$ cat src/rtl/frac_search_grid.sv
`default_nettype none
// ============================================================================
// Module   : frac_search_grid
// Purpose  : Fractional-pel MV search. Accumulates per-candidate SAD row by row,
//            then scans the candidates for the lowest cost (lowest index on tie).
// Options  : FRAC_SEARCH_MVCOST_EN adds MV_BIAS to every non-center cost.
// Revision : 1.0 - initial release
// ============================================================================
module frac_search_grid #(
  parameter  int PIX_W      = 8,
  parameter  int ROW_PIX    = 8,
  parameter  int ROWS       = 8,
  parameter  int NUM_CAND   = 9,
  parameter  int CENTER_IDX = 4,
  parameter  int MV_BIAS    = 16,
  localparam int IDX_W      = $clog2(NUM_CAND),
  localparam int SAD_W      = PIX_W + $clog2(ROW_PIX * ROWS)
) (
  input  logic                               clk,
  input  logic                               reset,
  input  logic                               in_valid,
  output logic                               in_ready,
  input  logic [ROW_PIX*PIX_W-1:0]           ref_row,
  input  logic [NUM_CAND*ROW_PIX*PIX_W-1:0]  cand_rows,
  output logic                               out_valid,
  input  logic                               out_ready,
  output logic [IDX_W-1:0]                   best_idx,
  output logic [SAD_W-1:0]                   best_sad
);

  localparam int             c_ROW_BITS = ROW_PIX * PIX_W;
  localparam int             c_ROW_W    = $clog2(ROWS + 1);
  localparam logic [c_ROW_W-1:0] c_LAST_ROW = c_ROW_W'(ROWS - 1);
  localparam logic [IDX_W-1:0]   c_LAST_IDX = IDX_W'(NUM_CAND - 1);
  localparam logic [IDX_W-1:0]   c_CENTER   = IDX_W'(CENTER_IDX);
  localparam logic [SAD_W:0]     c_BIAS     = (SAD_W + 1)'(MV_BIAS);
`ifdef FRAC_SEARCH_MVCOST_EN
  localparam logic c_MVCOST_EN = 1'b1;
`else
  localparam logic c_MVCOST_EN = 1'b0;
`endif

  typedef enum logic [1:0] {
    S_IDLE = 2'd0,
    S_ACC  = 2'd1,
    S_SCAN = 2'd2,
    S_DONE = 2'd3
  } state_t;

  state_t               r_state;
  state_t               w_state_next;
  logic                 w_accept;
  logic [SAD_W-1:0]     w_row_sad [NUM_CAND];
  logic [SAD_W-1:0]     r_acc     [NUM_CAND];
  logic [c_ROW_W-1:0]   r_row_cnt;
  logic [IDX_W-1:0]     r_scan_idx;
  logic [SAD_W:0]       r_best_cost;
  logic [SAD_W-1:0]     w_cand_sad;
  logic                 w_bias_on;
  logic [SAD_W:0]       w_cost;

  function automatic logic [SAD_W-1:0] row_sad(input logic [c_ROW_BITS-1:0] cand,
                                               input logic [c_ROW_BITS-1:0] refr);
    logic [PIX_W-1:0] a;
    logic [PIX_W-1:0] b;
    logic [SAD_W-1:0] s;
    s = '0;
    for (int p = 0; p < ROW_PIX; p++) begin
      a = cand[p*PIX_W +: PIX_W];
      b = refr[p*PIX_W +: PIX_W];
      s = s + SAD_W'((a > b) ? (a - b) : (b - a));
    end
    return s;
  endfunction

  for (genvar k = 0; k < NUM_CAND; k++) begin : g_row_sad
    assign w_row_sad[k] = row_sad(cand_rows[k*c_ROW_BITS +: c_ROW_BITS], ref_row);
  end

  always_ff @(posedge clk) begin
    if (reset) r_state <= S_IDLE;
    else       r_state <= w_state_next;
  end

  always_comb begin
    w_state_next = r_state;
    in_ready     = 1'b0;
    out_valid    = 1'b0;
    case (r_state)
      S_IDLE: begin
        in_ready = !reset;
        if (in_valid && !reset) w_state_next = (ROWS == 1) ? S_SCAN : S_ACC;
      end
      S_ACC: begin
        in_ready = !reset;
        if (in_valid && !reset && r_row_cnt == c_LAST_ROW) w_state_next = S_SCAN;
      end
      S_SCAN: begin
        if (r_scan_idx == c_LAST_IDX) w_state_next = S_DONE;
      end
      S_DONE: begin
        out_valid = 1'b1;
        if (out_ready) w_state_next = S_IDLE;
      end
      default: w_state_next = S_IDLE;
    endcase
  end

  assign w_accept   = in_valid && in_ready;
  assign w_cand_sad = r_acc[r_scan_idx];
  // Bias path folds to zero when the MV-cost option is not built in.
  assign w_bias_on  = c_MVCOST_EN && (r_scan_idx != c_CENTER);
  assign w_cost     = {1'b0, w_cand_sad} + (w_bias_on ? c_BIAS : '0);

  always_ff @(posedge clk) begin
    if (reset) begin
      for (int k = 0; k < NUM_CAND; k++) r_acc[k] <= '0;
      r_row_cnt   <= '0;
      r_scan_idx  <= '0;
      r_best_cost <= '0;
      best_idx    <= '0;
      best_sad    <= '0;
    end else begin
      if (w_accept) begin
        r_scan_idx <= '0;
        if (r_state == S_IDLE) begin
          for (int k = 0; k < NUM_CAND; k++) r_acc[k] <= w_row_sad[k];
          r_row_cnt <= c_ROW_W'(1);
        end else begin
          for (int k = 0; k < NUM_CAND; k++) r_acc[k] <= r_acc[k] + w_row_sad[k];
          r_row_cnt <= r_row_cnt + 1'b1;
        end
      end
      if (r_state == S_SCAN) begin
        // Strict less-than keeps the lowest index on equal cost.
        if (r_scan_idx == '0 || w_cost < r_best_cost) begin
          r_best_cost <= w_cost;
          best_idx    <= r_scan_idx;
          best_sad    <= w_cand_sad;
        end
        if (r_scan_idx != c_LAST_IDX) r_scan_idx <= r_scan_idx + 1'b1;
      end
    end
  end

endmodule
`default_nettype wire

$ cat config.mk
export PLATFORM = sky130hd
export DESIGN_NAME = frac_search_grid
export DESIGN_NICKNAME = d
export VERILOG_FILES = /design/src/rtl/frac_search_grid.sv
export SDC_FILE = /design/constraint.sdc
export NUM_CORES = 2
export LEC_CHECK = 0
export BUFFER_PORTS_ARGS = -buffer_cell sky130_fd_sc_hd__buf_2
export CELL_PAD_IN_SITES_DETAIL_PLACEMENT = 0
export CELL_PAD_IN_SITES_GLOBAL_PLACEMENT = 1
export CORE_ASPECT_RATIO = 1.4
export CORE_MARGIN = 5
export CORE_UTILIZATION = 44
export DETAILED_ROUTE_END_ITERATION = 10
export GPL_ROUTABILITY_DRIVEN = 0
export PLACE_DENSITY_LB_ADDON = 0.1
export RECOVER_POWER = 100
export SYNTH_ARGS = -nofsm -noshare
export SYNTH_HDL_FRONTEND = slang
export SYNTH_SLANG_ARGS = --single-unit
$ cat constraint.sdc
create_clock -name clk -period 9.4 [get_ports clk]
set_input_delay 1.41 -clock clk [delete_from_list [all_inputs] [get_ports clk]]
set_output_delay 1.41 -clock clk [all_outputs]
set_load 0.01 [all_outputs]
==> metrics.log <==
INFO  metric clkTransAtPathRegs = 0.07 ns
INFO  metric antenna_violations_before_repair = 24
INFO  metric post_cts_hold_buffer_count = 0
INFO  metric port_buffer_count = 663
INFO  metric final_layout_size_suffix_gt1_share = 22.1%
INFO  metric wl_per_cell = 25.8 um
INFO  metric ctsHtreeMaxLevel = 4
INFO  metric outcome = finished with violations
INFO  metric timing.critical_path.max_delay_family = adder cells
INFO  metric area_growth_syn_to_layout = 23.4%
INFO  metric antenna_violating_nets_post_route = 0
INFO  metric design_area = 94500 um2
INFO  metric crit_arrival = 9.36 ns
INFO  metric final-max-slew-violation-count = 183
INFO  metric path_common_cell = sky130_fd_sc_hd__fa_1
INFO  metric tritoncts.num_buffers = 17
INFO  metric yosysSeqAreaShare = 5.67%
INFO  metric worst_r2r_endpoint = best_sad[3]
INFO  metric synth_commonest_cells = sky130_fd_sc_hd__inv_1, sky130_fd_sc_hd__ha_1, sky130_fd_sc_hd__fa_1
INFO  metric synthCells = 9135
INFO  metric min_period = 9.15 ns
INFO  metric grt_setup_unrepaired = true
INFO  metric fin_crit_sh = 97.3%
INFO  metric clock_tree_from_tritoncts = yes
INFO  metric remaining_drc_errors = 0
INFO  metric endpoint_kind = flip-flop
INFO  metric hold_class = flip-flop to flip-flop
INFO  metric gr-usage-all-layers = 36.3%
INFO  metric cts.root.buffer_cell = sky130_fd_sc_hd__clkbuf_16
INFO  metric max_clock_freq = 109 MHz
INFO  metric detail_route.first_pass.iterations = 6
INFO  metric synth_area_leaders = sky130_fd_sc_hd__ha_1, sky130_fd_sc_hd__fa_1, sky130_fd_sc_hd__inv_1
INFO  metric reg2reg_depth = 14
INFO  metric yosysMostFrequentCell = sky130_fd_sc_hd__inv_1
INFO  metric timing.rr.start = r_scan_idx[0]
INFO  metric synth-edff-count = 126
INFO  metric core-area = 173000 um2
INFO  metric final_core_area_utilization = 54.5%
INFO  metric synth_fp_nets = 11871
INFO  metric max-slew-margin-rel = -141%
INFO  metric timing_worst_slew_pin_value = 3.62 ns
INFO  metric synthesis.area_per_instance = 8.38 um2
INFO  metric die_span_in_y = 504 um
INFO  metric worst-path-max-fanout = 8
INFO  metric hold-path-cell-count = 2
INFO  metric synth_top_area_share = 23.2%
INFO  metric num_io_pins = 664
INFO  metric crit_required = 9.62 ns
INFO  metric drt-total-wl = 344000 um
INFO  metric placed_area = 93500 um2
INFO  metric via_count = 74994
INFO  metric failed_checks = max-capacitance violations, max-slew violations
INFO  metric startpoint_type = input port
INFO  metric number_of_global_route_vias_before_repair = 75959
INFO  metric fp-row-count = 181
INFO  metric timing.critical_path.slowest_stage_cell = sky130_fd_sc_hd__fa_1
INFO  metric reg2reg_slack = 1.36 ns
INFO  metric wire_length_of_the_first_global_routing_pass = 486000 um
INFO  metric die_width = 363 um
INFO  metric clock-sinks = 154
INFO  metric timing.final.setup_violations = 0
INFO  metric final.setup_skew = 0.0157 ns
INFO  metric yosys_warnings = 0
INFO  metric detail_route.vias_per_cell = 5.63
INFO  metric effective_utilization_at_floorplan = 44.1%
INFO  metric synthesis.area = 76600 um2
INFO  metric critPathMaxStageDelay = 0.57 ns
INFO  metric final.fill_count = 16711
INFO  metric synthFlopType = sky130_fd_sc_hd__edfxtp_1
INFO  metric synth_async_sr_flop_share = 0%
INFO  metric cts.path.max_buffers = 2
INFO  metric worst_hold_startpoint = r_row_cnt[3]
INFO  metric maxCapViolations = 4
INFO  metric synth.distinct_cells = 77
INFO  metric global_route_congestion_overflow_total = 0
INFO  metric post_layout_nets = 13746
INFO  metric place_hpwl = 303000 um
INFO  metric detailedRoute.firstIterationViolations = 5460
INFO  metric cp.buffers_inverters = 9
INFO  metric hold-path-endpoint = r_row_cnt[3]
INFO  metric final_hold_viol_count = 0
INFO  metric post_synthesis_register_bit_count = 154
INFO  metric setup.worst_path.class = input port to flip-flop
INFO  metric yosysTopAreaCell = sky130_fd_sc_hd__ha_1
INFO  metric design.die.area = 183000 um2
INFO  metric clkLatencyLatePin = 0.47 ns
INFO  metric grt_start_max_net_pins = 80
## state kept, by name, summed over array words and instances (netlist names)
signal and flops:
r_acc 126, r_state 2, r_scan_idx 4, best_idx 4, best_sad 14, r_row_cnt 4
## metrics by stage
step	worst slack, ns	TNS, ns	cells	hold WS (ns)
global placement	-0.345	-2.51	13273	0.447
detailed placement	-0.456	-3.86	13273	0.475
finish	0.254	0	13320	0.481
floorplan	0.0349	0	9135	0.435
global route	-0.0503	-0.192	13311	0.521
CTS	0.0389	0	13305	0.485
## per-layer routing
layer	up-vias	routed length (um)	share of wire, %	GRT usage [%]
met1	36393	133000	39	43.1
met5	-	27	0.0078	0
li1	34691	-	-	-
met2	3002	153000	44	58.9
met4	4	35000	10	28.8
met3	904	23800	6.9	5.18
## worst reg2reg max path, stage by stage (launching register included)
cell and delay, ns:
sky130_fd_sc_hd__dfxtp_2 0.31, sky130_fd_sc_hd__clkbuf_1 2.11, sky130_fd_sc_hd__mux4_2 0.88, sky130_fd_sc_hd__mux2i_1 0.32, sky130_fd_sc_hd__o21ai_0 0.27, sky130_fd_sc_hd__ha_1 0.38, sky130_fd_sc_hd__a21o_1 0.10, sky130_fd_sc_hd__a21o_1 0.10
sky130_fd_sc_hd__a21o_1 0.11, sky130_fd_sc_hd__a211oi_1 0.06, sky130_fd_sc_hd__o21ai_0 0.23, sky130_fd_sc_hd__a21oi_1 0.12, sky130_fd_sc_hd__o21ai_0 2.43, sky130_fd_sc_hd__mux2i_1 0.37, sky130_fd_sc_hd__nor2_1 0.07
## timing repair
action	CTS	global route
buffers inserted	0	5
resized for setup	0	124
setup endpoints to repair	0	20
## cell families after synthesis
kind of cell | synth area share, %
AOI/OAI and AO/OA | 18.2
and+or+nand+nor | 9.84
buffers and inverters | 9.17
DFF | 5.67
adders and majority gates | 40.8
xor gates and xnor gates | 6.93
muxes | 9.36
## worst max-delay path by stage
stage,startpoint,end,slack (ns),cells past startpoint
floorplan,ref_row[33],r_acc[4][13],0.03,34
global placement,ref_row[41],r_acc[8][13],-0.34,37
detailed placement,ref_row[41],r_acc[8][13],-0.46,37
CTS,ref_row[41],r_acc[8][13],0.04,37
global route,ref_row[41],r_acc[6][13],-0.05,36
finish,ref_row[41],r_acc[8][13],0.25,37
## layout by cell type (no fill, tap or decap), drive strengths merged, types with 40 or more instances in the layout
| cell type | instances |
|---|---|
| xor2 | 211 |
| nor2 | 461 |
| o21a | 163 |
| a21o | 304 |
| xnor2 | 395 |
| mux2i | 377 |
| or3 | 50 |
| o31ai | 44 |
| nor3 | 194 |
| edfxtp | 126 |
| fa | 675 |
| o21bai | 128 |
| a21oi | 640 |
| nand2 | 391 |
| o22ai | 42 |
| ha | 1417 |
| nand2b | 83 |
| nor2b | 132 |
| inv | 1680 |
| nand3 | 54 |
| a211oi | 40 |
| buf | 2003 |
| clkbuf | 56 |
| a31oi | 64 |
| o21ai | 476 |
| nand4 | 101 |
| mux2 | 245 |
## final cells by class
type	instances	area [um2]	area share [%]
multi-input cells	7121	65700	69.5
repair buffers	2040	14700	15.5
inverters	1676	6300	6.67
flip-flops and latches	154	4350	4.60
well taps	2287	2860	3.03
clock buffers	19	464	0.491
clock inverters	13	103	0.109
diodes	10	25.0	0.0265
Power is left out: the tool's default activity adds up to more than one toggle a clock period on the data nets, which glitch-free logic cannot reach.
